**src/rtl/uart_transmitter.sv**
```systemverilog
`default_nettype none
// ============================================================================
// Module      : uart_transmitter
// Description : Serial transmit half of the UART. Accepts a byte from the
//               processor bus into a one-entry holding buffer, frames it as
//               start bit, DATA_BITS data bits (LSB first) and STOP_BITS stop
//               bits, and drives it onto txd. Bit timing is paced by the
//               shared 16x baud enable (t_enable).
// Ports       :
//   clk        in   1          system clock, all logic on posedge
//   rst        in   1          synchronous reset, active-low (0 = reset)
//   t_enable   in   1          oversample enable from baud generator
//   tx_enable  in   1          one-clk write strobe for data_in
//   data_in    in   DATA_BITS  byte from processor bus
//   txd        out  1          serial output, registered, idle high
//   tbr        out  1          transmit buffer ready (holding buffer empty)
//   tx_busy    out  1          shift engine active (START/DATA/STOP)
// Revision    : 1.0 - initial release
// ============================================================================
module uart_transmitter #(
  parameter int DATA_BITS  = 8,
  parameter int OVERSAMPLE = 16,
  parameter int STOP_BITS  = 1
) (
  input  logic                 clk,
  input  logic                 rst,
  input  logic                 t_enable,
  input  logic                 tx_enable,
  input  logic [DATA_BITS-1:0] data_in,
  output logic                 txd,
  output logic                 tbr,
  output logic                 tx_busy
);

  localparam int SMP_W = $clog2(OVERSAMPLE);
  // Wide enough for DATA_BITS-1 and STOP_BITS-1 (STOP_BITS <= 2).
  localparam int BIT_W = $clog2(DATA_BITS + 1);

  localparam logic [SMP_W-1:0] SMP_LAST  = SMP_W'(OVERSAMPLE - 1);
  localparam logic [BIT_W-1:0] DATA_LAST = BIT_W'(DATA_BITS - 1);
  localparam logic [BIT_W-1:0] STOP_LAST = BIT_W'(STOP_BITS - 1);

  typedef enum logic [1:0] {
    IDLE  = 2'd0,
    START = 2'd1,
    DATA  = 2'd2,
    STOP  = 2'd3
  } state_t;

  state_t               state;
  logic [DATA_BITS-1:0] hold;
  logic [DATA_BITS-1:0] shift;
  logic [SMP_W-1:0]     smp;
  logic [BIT_W-1:0]     bitn;
  logic                 bit_end;

  // A bit period closes on the OVERSAMPLE-th enable pulse counted within it.
  assign bit_end = t_enable && (smp == SMP_LAST);

  always_ff @(posedge clk) begin
    if (!rst) begin
      state   <= IDLE;
      hold    <= '0;
      shift   <= '0;
      smp     <= '0;
      bitn    <= '0;
      txd     <= 1'b1;
      tbr     <= 1'b1;
      tx_busy <= 1'b0;
    end else begin
      // Processor write only lands in an empty buffer; the IDLE transfer
      // below needs tbr==0, so both never update hold/tbr in the same edge.
      if (tx_enable && tbr) begin
        hold <= data_in;
        tbr  <= 1'b0;
      end

      // Oversample counter runs only while a frame is on the line.
      if (state != IDLE && t_enable) begin
        smp <= bit_end ? '0 : smp + SMP_W'(1);
      end

      unique case (state)
        IDLE: begin
          txd     <= 1'b1;
          tx_busy <= 1'b0;
          if (!tbr) begin
            shift   <= hold;
            tbr     <= 1'b1;
            txd     <= 1'b0;
            tx_busy <= 1'b1;
            smp     <= '0;
            state   <= START;
          end
        end

        START: begin
          if (bit_end) begin
            // Present bit 0 and pre-shift so DATA always drives shift[0].
            txd   <= shift[0];
            shift <= shift >> 1;
            bitn  <= '0;
            state <= DATA;
          end
        end

        DATA: begin
          if (bit_end) begin
            if (bitn == DATA_LAST) begin
              txd   <= 1'b1;
              bitn  <= '0;
              state <= STOP;
            end else begin
              txd   <= shift[0];
              shift <= shift >> 1;
              bitn  <= bitn + BIT_W'(1);
            end
          end
        end

        STOP: begin
          if (bit_end) begin
            if (bitn == STOP_LAST) begin
              bitn    <= '0;
              tx_busy <= 1'b0;
              state   <= IDLE;
            end else begin
              bitn <= bitn + BIT_W'(1);
            end
          end
        end

        default: state <= IDLE;
      endcase
    end
  end

endmodule
`default_nettype wire

```
**config.mk**
```make
export PLATFORM = sky130hd
export DESIGN_NAME = uart_transmitter
export DESIGN_NICKNAME = d
export VERILOG_FILES = /design/src/rtl/uart_transmitter.sv
export SDC_FILE = /design/constraint.sdc
export NUM_CORES = 1
export LEC_CHECK = 0
export ABC_AREA = 0
export CORE_AREA = 4 4 68 70
export DETAILED_ROUTE_END_ITERATION = 10
export DIE_AREA = 0 0 72 74
export PLACE_DENSITY_LB_ADDON = 0.15
export SLEW_MARGIN = 20
export SYNTH_ARGS = -nofsm -noshare
export SYNTH_HDL_FRONTEND = slang
export SYNTH_SLANG_ARGS = --single-unit
```
**constraint.sdc**
```tcl
create_clock -name clk -period 1.5 [get_ports clk]
set_input_delay 0.15 -clock clk [delete_from_list [all_inputs] [get_ports clk]]
set_output_delay 0.15 -clock clk [all_outputs]
set_load 0.03 [all_outputs]
```
# Word-level counts from Yosys, hierarchy flattened
# Cells that the tools add are included.
[totals]
output_inout_bits = 3
regBits = 29
input_bits = 12
[classes]
n_addsub = 2
eq_ne = 12
reduce_logical = 14
muxes = 34
[op_table]
columns = ["cell", "count"]
rows = [
  ["$mux 4", 9],
  ["$mux 8", 4],
  ["$pmux 8 s3", 1],
  ["$ne 2x2->1 const B", 7],
  ["$mux 2", 6],
  ["$pmux 4 s3", 1],
  ["$mux 1", 10],
  ["$add 4x1->4 const B", 2],
  ["$pmux 2 s4", 1],
  ["$reduce_and 3->1", 2],
  ["$reduce_and 6->1", 1],
  ["$reduce_bool 3->1", 2],
  ["$reduce_and 5->1", 1],
  ["$eq 2x2->1 const B", 2],
  ["$eq 4x3->1 const B", 1],
  ["$eq 4x4->1 const B", 1],
  ["$logic_not 4->1", 1],
  ["$reduce_and 4->1", 1],
  ["$reduce_bool 2->1", 2],
  ["$logic_and 1x1->1", 3],
  ["$pmux 1 s3", 1],
  ["$eq 2x1->1 const B", 1],
  ["$logic_not 2->1", 1],
  ["$pmux 1 s2", 1],
]

# Logic depth before layout (Yosys ltp)
# Gate-level depths: netlist of run 1.
[depth]
word_depth = 6
depth_mapped = 6
mapped_depth_nobuf = 6

# Least setup slack after synthesis of run 1
# Ideal clock, no wire load.
[synth_timing]
kind = "flip-flop to flip-flop"
startpoint = "register state[0]"
endpoint = "register bitn[1]"
period_less_slack_ns = 1.655
path_buffers = 0
setup_slack_ns = -0.155
required_time_ns = 1.440
t_arrival_ns = 1.596
stages_incl_launch_ff = 7
path_cell_list = "dfxtp_1 -> inv_1 -> ha_1 -> or3_4 -> a21oi_4 -> mux2i_1 -> and2_1"
[synth_between]
elab_chain_len = 3
[synth_rtl]
columns = ["item", "line", "source"]
rows = [
  ["start, declared", "50", "state_t state;"],
  ["start signal, assigned", "62", "state <= IDLE;"],
  ["start signal, assigned", "93", "state <= START;"],
  ["start signal, assigned", "103", "state <= DATA;"],
  ["$eq 2x2->1 or $eq 2x1->1 (tied branches)", "83", "unique case (state)"],
  ["$ne 2x2->1 (no line) or $reduce_bool 3->1 (tied branches)", "-", ""],
  ["$reduce_and 4->1 (no line)", "-", ""],
  ["end signal, assigned", "116", "bitn <= bitn + BIT_W'(1);"],
  ["end signal, assigned", "128", "bitn <= bitn + BIT_W'(1);"],
  ["end, declared", "54", "logic [BIT_W-1:0] bitn;"],
]
# Parallel ways exist; a longest one is shown, timed or not.
# A chain may end at the register's enable or synchronous reset.

# Worst setup path in the final report of run 1
[layout_timing]
startpoint = "register state[1]"
endpoint = "register bitn[1]"
# Same word-level chain as after synthesis.

==> results of run 1 <==
==> per-stage QoR <==
step	cell area [um^2]	cells
after floorplan	1570	175
after global placement	1900	248
after detailed placement	1900	248
after CTS	2080	261
after global routing	2130	263
final	2130	263
==> cell families (layout without fill, tap and decap cells) <==
logic type / Yosys count / after routing / synth area share, %
simple gates: 67 / 67 / 21.9
compound gates: 36 / 36 / 17.8
xor+xnor: 2 / 2 / 1.13
buf+inv: 16 / 54 / 3.87
flops: 29 / 29 / 37.4
mux: 18 / 18 / 12.2
fa+ha+maj: 7 / 7 / 5.64
==> cell type report <==
cell class	instances	area, um^2
Tap cell	50	62.6
Inverter	7	28.8
Clock inverter	2	13.8
Timing Repair Buffer	39	377
Sequential cell	29	588
Fill cell	348	1840
Multi-Input combinational cell	130	975
Clock buffer	6	82.6
==> critical path, stage by stage (launching register included) <==
cell and delay, ps:
dfxtp_4 380, inv_2 60, ha_4 160, or3_4 380, a21oi_4 230, mux2i_1 210
and2_1 130
==> per-layer routing <==
metal / track usage [%] / vias to the layer above / part of all wire [%]
met5: 0 / - / 0
met4: 5.64 / 0 / 1.3
met3: 3.24 / 5 / 2.2
met2: 26.6 / 16 / 50
met1: 16.7 / 640 / 47
li1: - / 690 / -
==> timing repair <==
action,CTS,global route
setup buffers,5,2
setup endpoints to repair,15,18
pin swaps,6,7
resized for setup,9,9
==> power by group through the flow <==
stage | clock network [mW] | logic, mW | registers [mW]
2_1_floorplan | 0 | 0.731 | 0.984
3_3_place_gp | 0 | 1.15 | 0.950
3_5_place_dp | 0 | 1.17 | 0.955
4_1_cts | 0.694 | 1.37 | 0.954
5_1_grt | 0.728 | 1.56 | 0.970
6_report | 0.680 | 1.45 | 0.959
==> sequential cells by signal (all words and copies together), names as in the netlist <==
signal / count
hold: 8
shift: 8
bitn: 4
smp: 4
state: 2
tbr: 1
tx_busy: 1
txd: 1
==> cells in the mapped netlist (2+ instances only) <==
| cell type | count |
|---|---|
| mux2i_1 | 11 |
| o211a_1 | 2 |
| inv_1 | 7 |
| nand3_1 | 12 |
| nand3b_1 | 2 |
| mux2_2 | 7 |
| dfxtp_1 | 29 |
| o211ai_1 | 2 |
| a21boi_0 | 8 |
| clkbuf_1 | 9 |
| ha_1 | 7 |
| o21ai_0 | 8 |
| nor2_1 | 5 |
| nand2_1 | 33 |
| and2_1 | 3 |
| a21oi_1 | 5 |
| nand4_1 | 3 |
==> how the worst max path moves through the flow <==
stage              from       end  slack [ps]  depth (start not counted)
2_1_floorplan  state[1]   bitn[1]         -20                          6
3_3_place_gp   state[0]   bitn[2]         -80                          5
3_5_place_dp   t_enable  shift[2]        -130                          5
4_1_cts        state[1]   bitn[1]         -90                          6
5_1_grt        state[1]   bitn[1]        -140                          6
6_report       state[1]   bitn[1]        -110                          6
==> results_dict.tcl, run 1 <==
set metrics [dict create \
    chip_height_um 74 \
    layout-drive-gt1-share_pct 28.6 \
    skew_pair_late_insertion_delay_ps 280 \
    switching_share_pct 34.3 \
    ctsHoldBuffers 0 \
    yosysTopAreaCellShare_pct 37.4 \
    finalWeightedCongestion 0.859 \
    seq_area_frac_synth_pct 37.4 \
    cts_num_sinks 29 \
    boundaryPins 15 \
    power_leakage_nw 0.886 \
    violations_in_the_final_reports "setup timing" \
    clock-root-buffer "clkbuf_8" \
    clock_power_share_pct 22.0 \
    hp-start "data_in[7]" \
    cts_htree_levels 2 \
    gate_count_of_the_mapped_netlist 175 \
    grt_antenna_before_repair 0 \
    cp_data_required_time_ps 1720 \
    p_comb_share_pct 47.0 \
    die_area_um2 5330 \
    power.sequential.fraction_pct 31.0 \
    antenna_cells 0 \
    initial_utilization_pct 39.1 \
    crit_fanout 6 \
    synth_area_um2 1550 \
    setup_viol 12 \
    synth_area_leaders "dfxtp_1, nand2_1, mux2i_1" \
    clk_pin_slew_worst_paths_ps 70 \
    grt_max_degree 29 \
    finalSetupTns_ps -601 \
    maxSlewHeadroom_pct 78.4 \
    p_int_mw 2.03 \
    dp.final_hpwl_um 2580 \
    worst_hold_slack_ps 437 \
    grtUsageTotal_pct 14.6 \
    worstSetupEndpointType "register" \
    nets 231 \
    detailedRoute.firstIterationViolations 25 \
    timing.hold.worst.class "input pin to register" \
    placeableCoreArea_um2 3970 \
    tritoncts_clock_tree "done" \
    tritoncts.num_buffers 5 \
    port-buffer-count 14 \
    final_common_cell "nand2_1" \
    overflow 0 \
    wire_length_of_the_first_global_routing_pass_um 6070 \
    final-hold-violation-count 0 \
    preCtsSetupSlack_ps -132 \
    post_drt_wl_per_cell_um 13.7 \
    detailroute.via_count 1351 \
    final_critical_path_time_including_i_o_delays_and_setup_ps 1610 \
    finalWirelength_um 3600 \
    irDropWorstVdd_mv 0.542 \
    post-route-worst-setup-slack_ps -110 \
    firstDrtPassIters 4 \
    timing_worst_setup_path_type "register to register" \
    rr_endpoint "bitn[1]" \
    synth.ff_latch_count 29 \
    p_sw_mw 1.06 \
    fin_crit_share_pct 107 \
    synthArstFlopShare_pct 0 \
    synth-edff-count 0 \
    run_status "complete, but fails checks" \
    hold_depth 3 \
    postSynthAreaPerCell_um2 8.87 \
    drv_slew 0 \
    rrSetupSlack_ps -110 \
    synth_flop_cell "dfxtp_1" \
    critPathLaunchType "register" \
    area.growth.synth_to_final_pct 37.1 \
    worst-r2r-cell-count 6 \
    synth_largest_area_cell "dfxtp_1" \
    max-cap-violations 0 \
    placementRows 23 \
    leading_cell_types_in_the_layout_fill_and_taps_excluded "nand2_1, dfxtp_1, buf_4, nand3_1, clkdlybuf4s50_1" \
    power.total_mw 3.09 \
    yosysWarningCount 0 \
    synth_cell_types 39 \
    post-route-drc-count 0 \
    number_of_global_route_vias_before_repair 1387 \
    routed_via_density 5.14 \
    r2r_start "state[1]" \
    final_antenna_net_count 0 \
    max_clock_freq_ghz 0.621 \
    finalClockSkew_ps 8.25 \
    cp_data_arrival_time_ps 1830 \
    post-route-util_pct 53.6 \
    min_to "hold[7]" \
    grt_setup_unrepaired "true" \
    worst_slew_pin_slew_ps 324 \
    die_x_um 72 \
    max-clock-path-buffers 2 \
    synth_nets 194 \
    powerDensity_nw_per_um2 1450 \
]
No activity file was read; power rests on OpenSTA's default activity.
==> run 2: changes to the inputs <==
--- a/config.mk
+++ b/config.mk
@@ -6,6 +6,7 @@
 export NUM_CORES = 1
 export LEC_CHECK = 0
 export ABC_AREA = 0
+export ABC_CLOCK_PERIOD_IN_PS = 1500
 export CORE_AREA = 4 4 68 70
 export DETAILED_ROUTE_END_ITERATION = 10
 export DIE_AREA = 0 0 72 74
==> results of run 2 <==
No change in the layout: final DEF, timing and power equal those of run 1.
==> run 3: changes to the inputs <==
--- a/config.mk
+++ b/config.mk
@@ -6,7 +6,7 @@
 export NUM_CORES = 1
 export LEC_CHECK = 0
 export ABC_AREA = 0
-export ABC_CLOCK_PERIOD_IN_PS = 1500
+export ABC_CLOCK_PERIOD_IN_PS = 1450
 export CORE_AREA = 4 4 68 70
 export DETAILED_ROUTE_END_ITERATION = 10
 export DIE_AREA = 0 0 72 74
==> constraint.sdc (replaced) <==
create_clock -name clk -period 1.45 [get_ports clk]
set_input_delay 0.145 -clock clk [delete_from_list [all_inputs] [get_ports clk]]
set_output_delay 0.145 -clock clk [all_outputs]
set_load 0.03 [all_outputs]
==> results_dict.tcl, run 3 (same netlist as run 1, synthesis figures left out) <==
set metrics [dict create \
    area.growth.synth_to_final_pct 35.9 \
    final_antenna_net_count 0 \
    firstDrtPassIters 4 \
    cts_htree_levels 2 \
    layout-drive-gt1-share_pct 28.3 \
    max_clock_freq_ghz 0.613 \
    timing.hold.worst.class "input pin to register" \
    post_drt_wl_per_cell_um 13.1 \
    detailroute.via_count 1350 \
    design_area_um2 2110 \
    port-buffer-count 14 \
    cp_data_arrival_time_ps 1810 \
    cp_data_required_time_ps 1630 \
    grt_antenna_before_repair 0 \
    fillerInstances 363 \
    worst_hold_slack_ps 428 \
    critPathLaunchType "register" \
    maxSlewHeadroom_pct 69.5 \
    clock-root-buffer "clkbuf_8" \
    routed_via_density 5.15 \
    clk_pin_slew_worst_paths_ps 60 \
    nets 231 \
    overflow 0 \
    run_status "complete, but fails checks" \
    detailed_place.area_um2 1930 \
    antenna_cells 0 \
    crit_fanout 4 \
    preCtsSetupSlack_ps -177 \
    die_x_um 72 \
    finalClockSkew_ps 5.57 \
    timing_worst_setup_path_type "register to register" \
    grtUsageTotal_pct 14.3 \
    leading_cell_types_in_the_layout_fill_and_taps_excluded "nand2_1, dfxtp_1, buf_4, nand3_1" \
    tritoncts_clock_tree "done" \
    chip_height_um 74 \
    power_leakage_nw 0.875 \
    final_critical_path_time_including_i_o_delays_and_setup_ps 1630 \
    final-hold-violation-count 0 \
    die_area_um2 5330 \
    worst_slew_pin_slew_ps 452 \
    irDropWorstVdd_mv 0.755 \
    finalWirelength_um 3440 \
    setup_viol 16 \
    cts_num_sinks 29 \
    drv_slew 0 \
    ctsHoldBuffers 0 \
    grt_max_degree 29 \
    detailedRoute.firstIterationViolations 63 \
    final_common_cell "nand2_1" \
    biggestRegsByFlops "hold x8, shift x8" \
    skew_pair_late_insertion_delay_ps 280 \
    max-clock-path-buffers 2 \
    violations_in_the_final_reports "setup timing" \
    finalWeightedCongestion 0.805 \
    fin_crit_share_pct 113 \
    placeableCoreArea_um2 3970 \
    powerDensity_nw_per_um2 1490 \
    worstSetupEndpointType "register" \
    max-cap-violations 0 \
    post-route-worst-setup-slack_ps -182 \
    worst-r2r-cell-count 7 \
    post-route-drc-count 0 \
    tritoncts.num_buffers 5 \
    number_of_global_route_vias_before_repair 1299 \
    initial_utilization_pct 39.1 \
    wire_length_of_the_first_global_routing_pass_um 5930 \
    boundaryPins 15 \
    placementRows 23 \
    grt_setup_unrepaired "true" \
    dp.final_hpwl_um 2490 \
    hold_depth 3 \
]
## run 3: cell count changes in the layout (fill, tap and decap cells not counted), moves of 2 or more
cell | before | now
buf_6 | 3 | 1
a21oi_1 | 2 | 5
buf_4 | 20 | 23
a21oi_2 | 2 | 0
## run 3: repair_timing
item                       CTS  global route
setup endpoints to repair   17            17
setup buffers                4             1
pin swaps                    1             0
gates resized for setup      7             3
## run 3: cell type report
| type | count | area [um^2] | area share [%] |
|---|---|---|---|
| clock inverter | 2 | 35.0 | 1.66 |
| sequential | 29 | 588 | 27.9 |
| tap | 50 | 62.6 | 2.97 |
| timing repair buffer | 39 | 355 | 16.9 |
| inverter | 7 | 28.8 | 1.36 |
| multi-input combinational | 130 | 970 | 46.0 |
| clock buffer | 5 | 68.8 | 3.26 |
## run 3: through the flow
step | TNS, ps | util, % | cells | power [mW]
floorplan | -134 | - | 175 | 1.83
global placement | -1860 | 48.5 | 250 | 2.14
detailed placement | -2230 | 48.5 | 250 | 2.18
CTS | -1430 | 52.6 | 261 | 3.17
global route | -2390 | 53.1 | 262 | 3.33
finish | -1400 | 53.1 | 262 | 3.15
## run 3: final timing paths
path                    from       end  slack [ps]
setup / recovery    state[1]   bitn[2]        -180
hold reg to reg     shift[1]  shift[1]         460
hold / removal    data_in[1]   hold[1]         430
setup reg to reg    state[1]   bitn[2]        -180
## run 3: power by group
part / switching, mW / internal (mW)
registers: 0.0866 / 0.904
logic: 0.654 / 0.687
clock network: 0.315 / 0.499
total: 1.06 / 2.09
## run 3: critical path, cell delays in order, from the launching register on
cell and delay, ps:
dfxtp_4 400, inv_4 50, ha_4 150, or3_4 390
a21oi_4 200, buf_6 140, a31oi_2 80, o211a_1 120
## run 3: routing by layer
metal | track usage, % | up-vias | part of all wire [%]
met1 | 18.1 | 630 | 48
met5 | 0 | - | 0
met3 | 4.46 | 5 | 4.7
li1 | - | 688 | -
met2 | 23.1 | 27 | 46
met4 | 5.01 | 0 | 1.2
==> patch, RTL diff (config.mk and constraints of run 2) <==
Set the parameter `OVERSAMPLE` to 8 (it was 16).
--- a/src/rtl/uart_transmitter.sv
+++ b/src/rtl/uart_transmitter.sv
@@ -20,5 +20,5 @@
 module uart_transmitter #(
   parameter int DATA_BITS  = 8,
-  parameter int OVERSAMPLE = 16,
+  parameter int OVERSAMPLE = 8,
   parameter int STOP_BITS  = 1
 ) (
Function: no difference found for any inputs over 10 cycles, from zero or initial values and one cycle with rst low; that may be too few to reach the edited logic, so the function may still have changed.
==> patch against run 2 <==
Critical path depth unchanged; via count up 1.7%; cell area up 3.5%; the run still ends with setup timing left; utilization up 1.9 points; wire length up 3.1%; synthesized cell count down 5.1%; sequential share of layout area down 1.7 points; non-clock buffer count up 17; synthesized area down 8.5%; sequential power up 1%; critical endpoint is now bitn[3]$_SDFFE_PN0P_; worst setup slack worse by 0.20 ns; sequential cell count down 1; total power up 18%; die area unchanged.
==> patch: results (changes against run 2) <==
status complete, but fails checks; failing checks setup timing; Worst Hold End hold[0]$_SDFFE_PN0P_; Setup WS pre-CTS -0.346 ns (-0.214 ns); Max Clock Skew 0.00509 ns (-0.00316 ns); post-synthesis sequential area ratio 39.5% (+2.1 points); Placer Congestion 0.887 (+3.3%); final worst slack -0.307 ns (-0.197 ns); Leak Pwr 0.877 nW (-1.0%); largest net degree at the start of global routing 20 (-31%); H-tree depth 1 (-1); Avg WL per Cell 14.0 um (+2.3%); Worst Hold Depth 3 (unchanged); first-pass GRT wire length 6.03 mm (-0.58%); routed vias/inst 5.18 (+0.93%); reg2reg start state[0]$_SDFFE_PN0P_; VDD IR-drop max 652 uV (+20%); initial drt markers 46 (+84%); xor and xnor area share after synthesis 0% (-1.1 points); critical path's largest stage delay 0.42 ns (+0.04 ns); hold path start data_in[0]; hpwl dp 2.55 mm (-1.4%); share of cells above drive strength 1 40.0% (+11 points); slowest CP cell or4_1; mux contribution to synthesized area 8.55% (-3.6 points); worst-margin pin slew 0.357 ns (+0.0337 ns); Placed Area 0.00188 mm^2 (-0.79%); Worst R2R End bitn[3]$_SDFFE_PN0P_; Setup Viol. Count Final 16 (+4); Synth Area in Adders 7.05% (+1.4 points); crit path DAT 2.01 ns (+0.18 ns); GRT Total Usage 14.1% (-0.51 points); Yosys cell types 34 (-13%); most frequent cell after synthesis dfxtp_1; Synth Net Count 186 (-4.1%); top cells by area, synth dfxtp_1, mux2i_1, ha_1; area of the multi-input gates 935 um^2 (-4.1%); number of global-route vias before repair 1,369 (-1.3%); Placed Instances 254 (+2.4%); clock buffer count from CTS 3 (-2); Top Registers hold (8), shift (8), bitn (4); CTS clk-pin slew, worst paths 0.10 ns (+0.03 ns); Synth top cells by count dfxtp_1, nand2_1, a21oi_1, nor2_1, nand3_1; filler cell count 358 (+2.9%); final net count 236 (+2.2%); Non-Filler Instances 265 (+0.76%); compound-gate portion of the synthesized area 18.9% (+1.0 points); syn_area_per_cell 8.55 um^2 (-3.5%)
==> patch: what timing repair did <==
action | in CTS | in global routing
buffers inserted | 4 | 3
setup endpoints to repair | 17 | 17
gates resized for setup | 20 | 27
pin swaps | 10 | 10
gates cloned | 1 | 0
==> patch: how the worst max path moves through the flow <==
stage,to,from,cells past startpoint,slack [ns]
floorplan,bitn[3]$_SDFFE_PN0P_,state[1]$_SDFFE_PN0P_,6,-0.28
global placement,state[0]$_SDFFE_PN0P_,state[0]$_SDFFE_PN0P_,6,-0.28
detailed placement,state[0]$_SDFFE_PN0P_,state[0]$_SDFFE_PN0P_,6,-0.35
CTS,bitn[3]$_SDFFE_PN0P_,state[0]$_SDFFE_PN0P_,6,-0.28
global route,bitn[3]$_SDFFE_PN0P_,state[0]$_SDFFE_PN0P_,6,-0.33
finish,bitn[3]$_SDFFE_PN0P_,state[0]$_SDFFE_PN0P_,6,-0.31
==> patch: cell type report <==
class / count / area share (%)
timing repair buffer: 56 / 23.9
clock inverter: 1 / 1.36
sequential: 28 / 25.9
inverter: 9 / 1.65
tap: 50 / 2.84
multi-input combinational: 118 / 42.4
clock buffer: 3 / 1.88
==> patch: kinds of logic after synthesis <==
kind of cell,after synthesis
buffers and inverters,20
and+or+nand+nor,60
adders and majority gates,8
AOI/OAI and AO/OA,38
DFF,28
muxes,12
==> patch: per-layer routing <==
metal	track usage, %	part of all wire [%]	vias up
met2	24.9	49	19
li1	-	-	688
met1	17.8	46	661
met5	0	0	-
met4	5.43	1.4	0
met3	1.49	2.9	6
==> patch: power by group <==
part / internal, mW / total, mW / switching, mW
Combinational: 1.15 / 2.07 / 0.925
Sequential: 0.875 / 0.972 / 0.0980
Clock: 0.357 / 0.593 / 0.236
Total: 2.38 / 3.64 / 1.26
==> patch: through the flow <==
stage / hold WS (ns) / power, mW / TNS [ns]
after CTS: 0.428 / 3.41 / -3.48
after global placement: 0.442 / 2.45 / -3.21
after floorplan: 0.297 / 1.87 / -1.97
after global routing: 0.431 / 3.85 / -3.89
after detailed placement: 0.453 / 2.49 / -3.76
final: 0.431 / 3.64 / -3.03
==> patch: worst register-to-register path, stage by stage, from the launching register on <==
cell	delay (ns)
dfxtp_4	0.38
inv_4	0.04
ha_4	0.17
or3_4	0.38
a21o_1	0.21
or4_1	0.42
a31oi_1	0.14
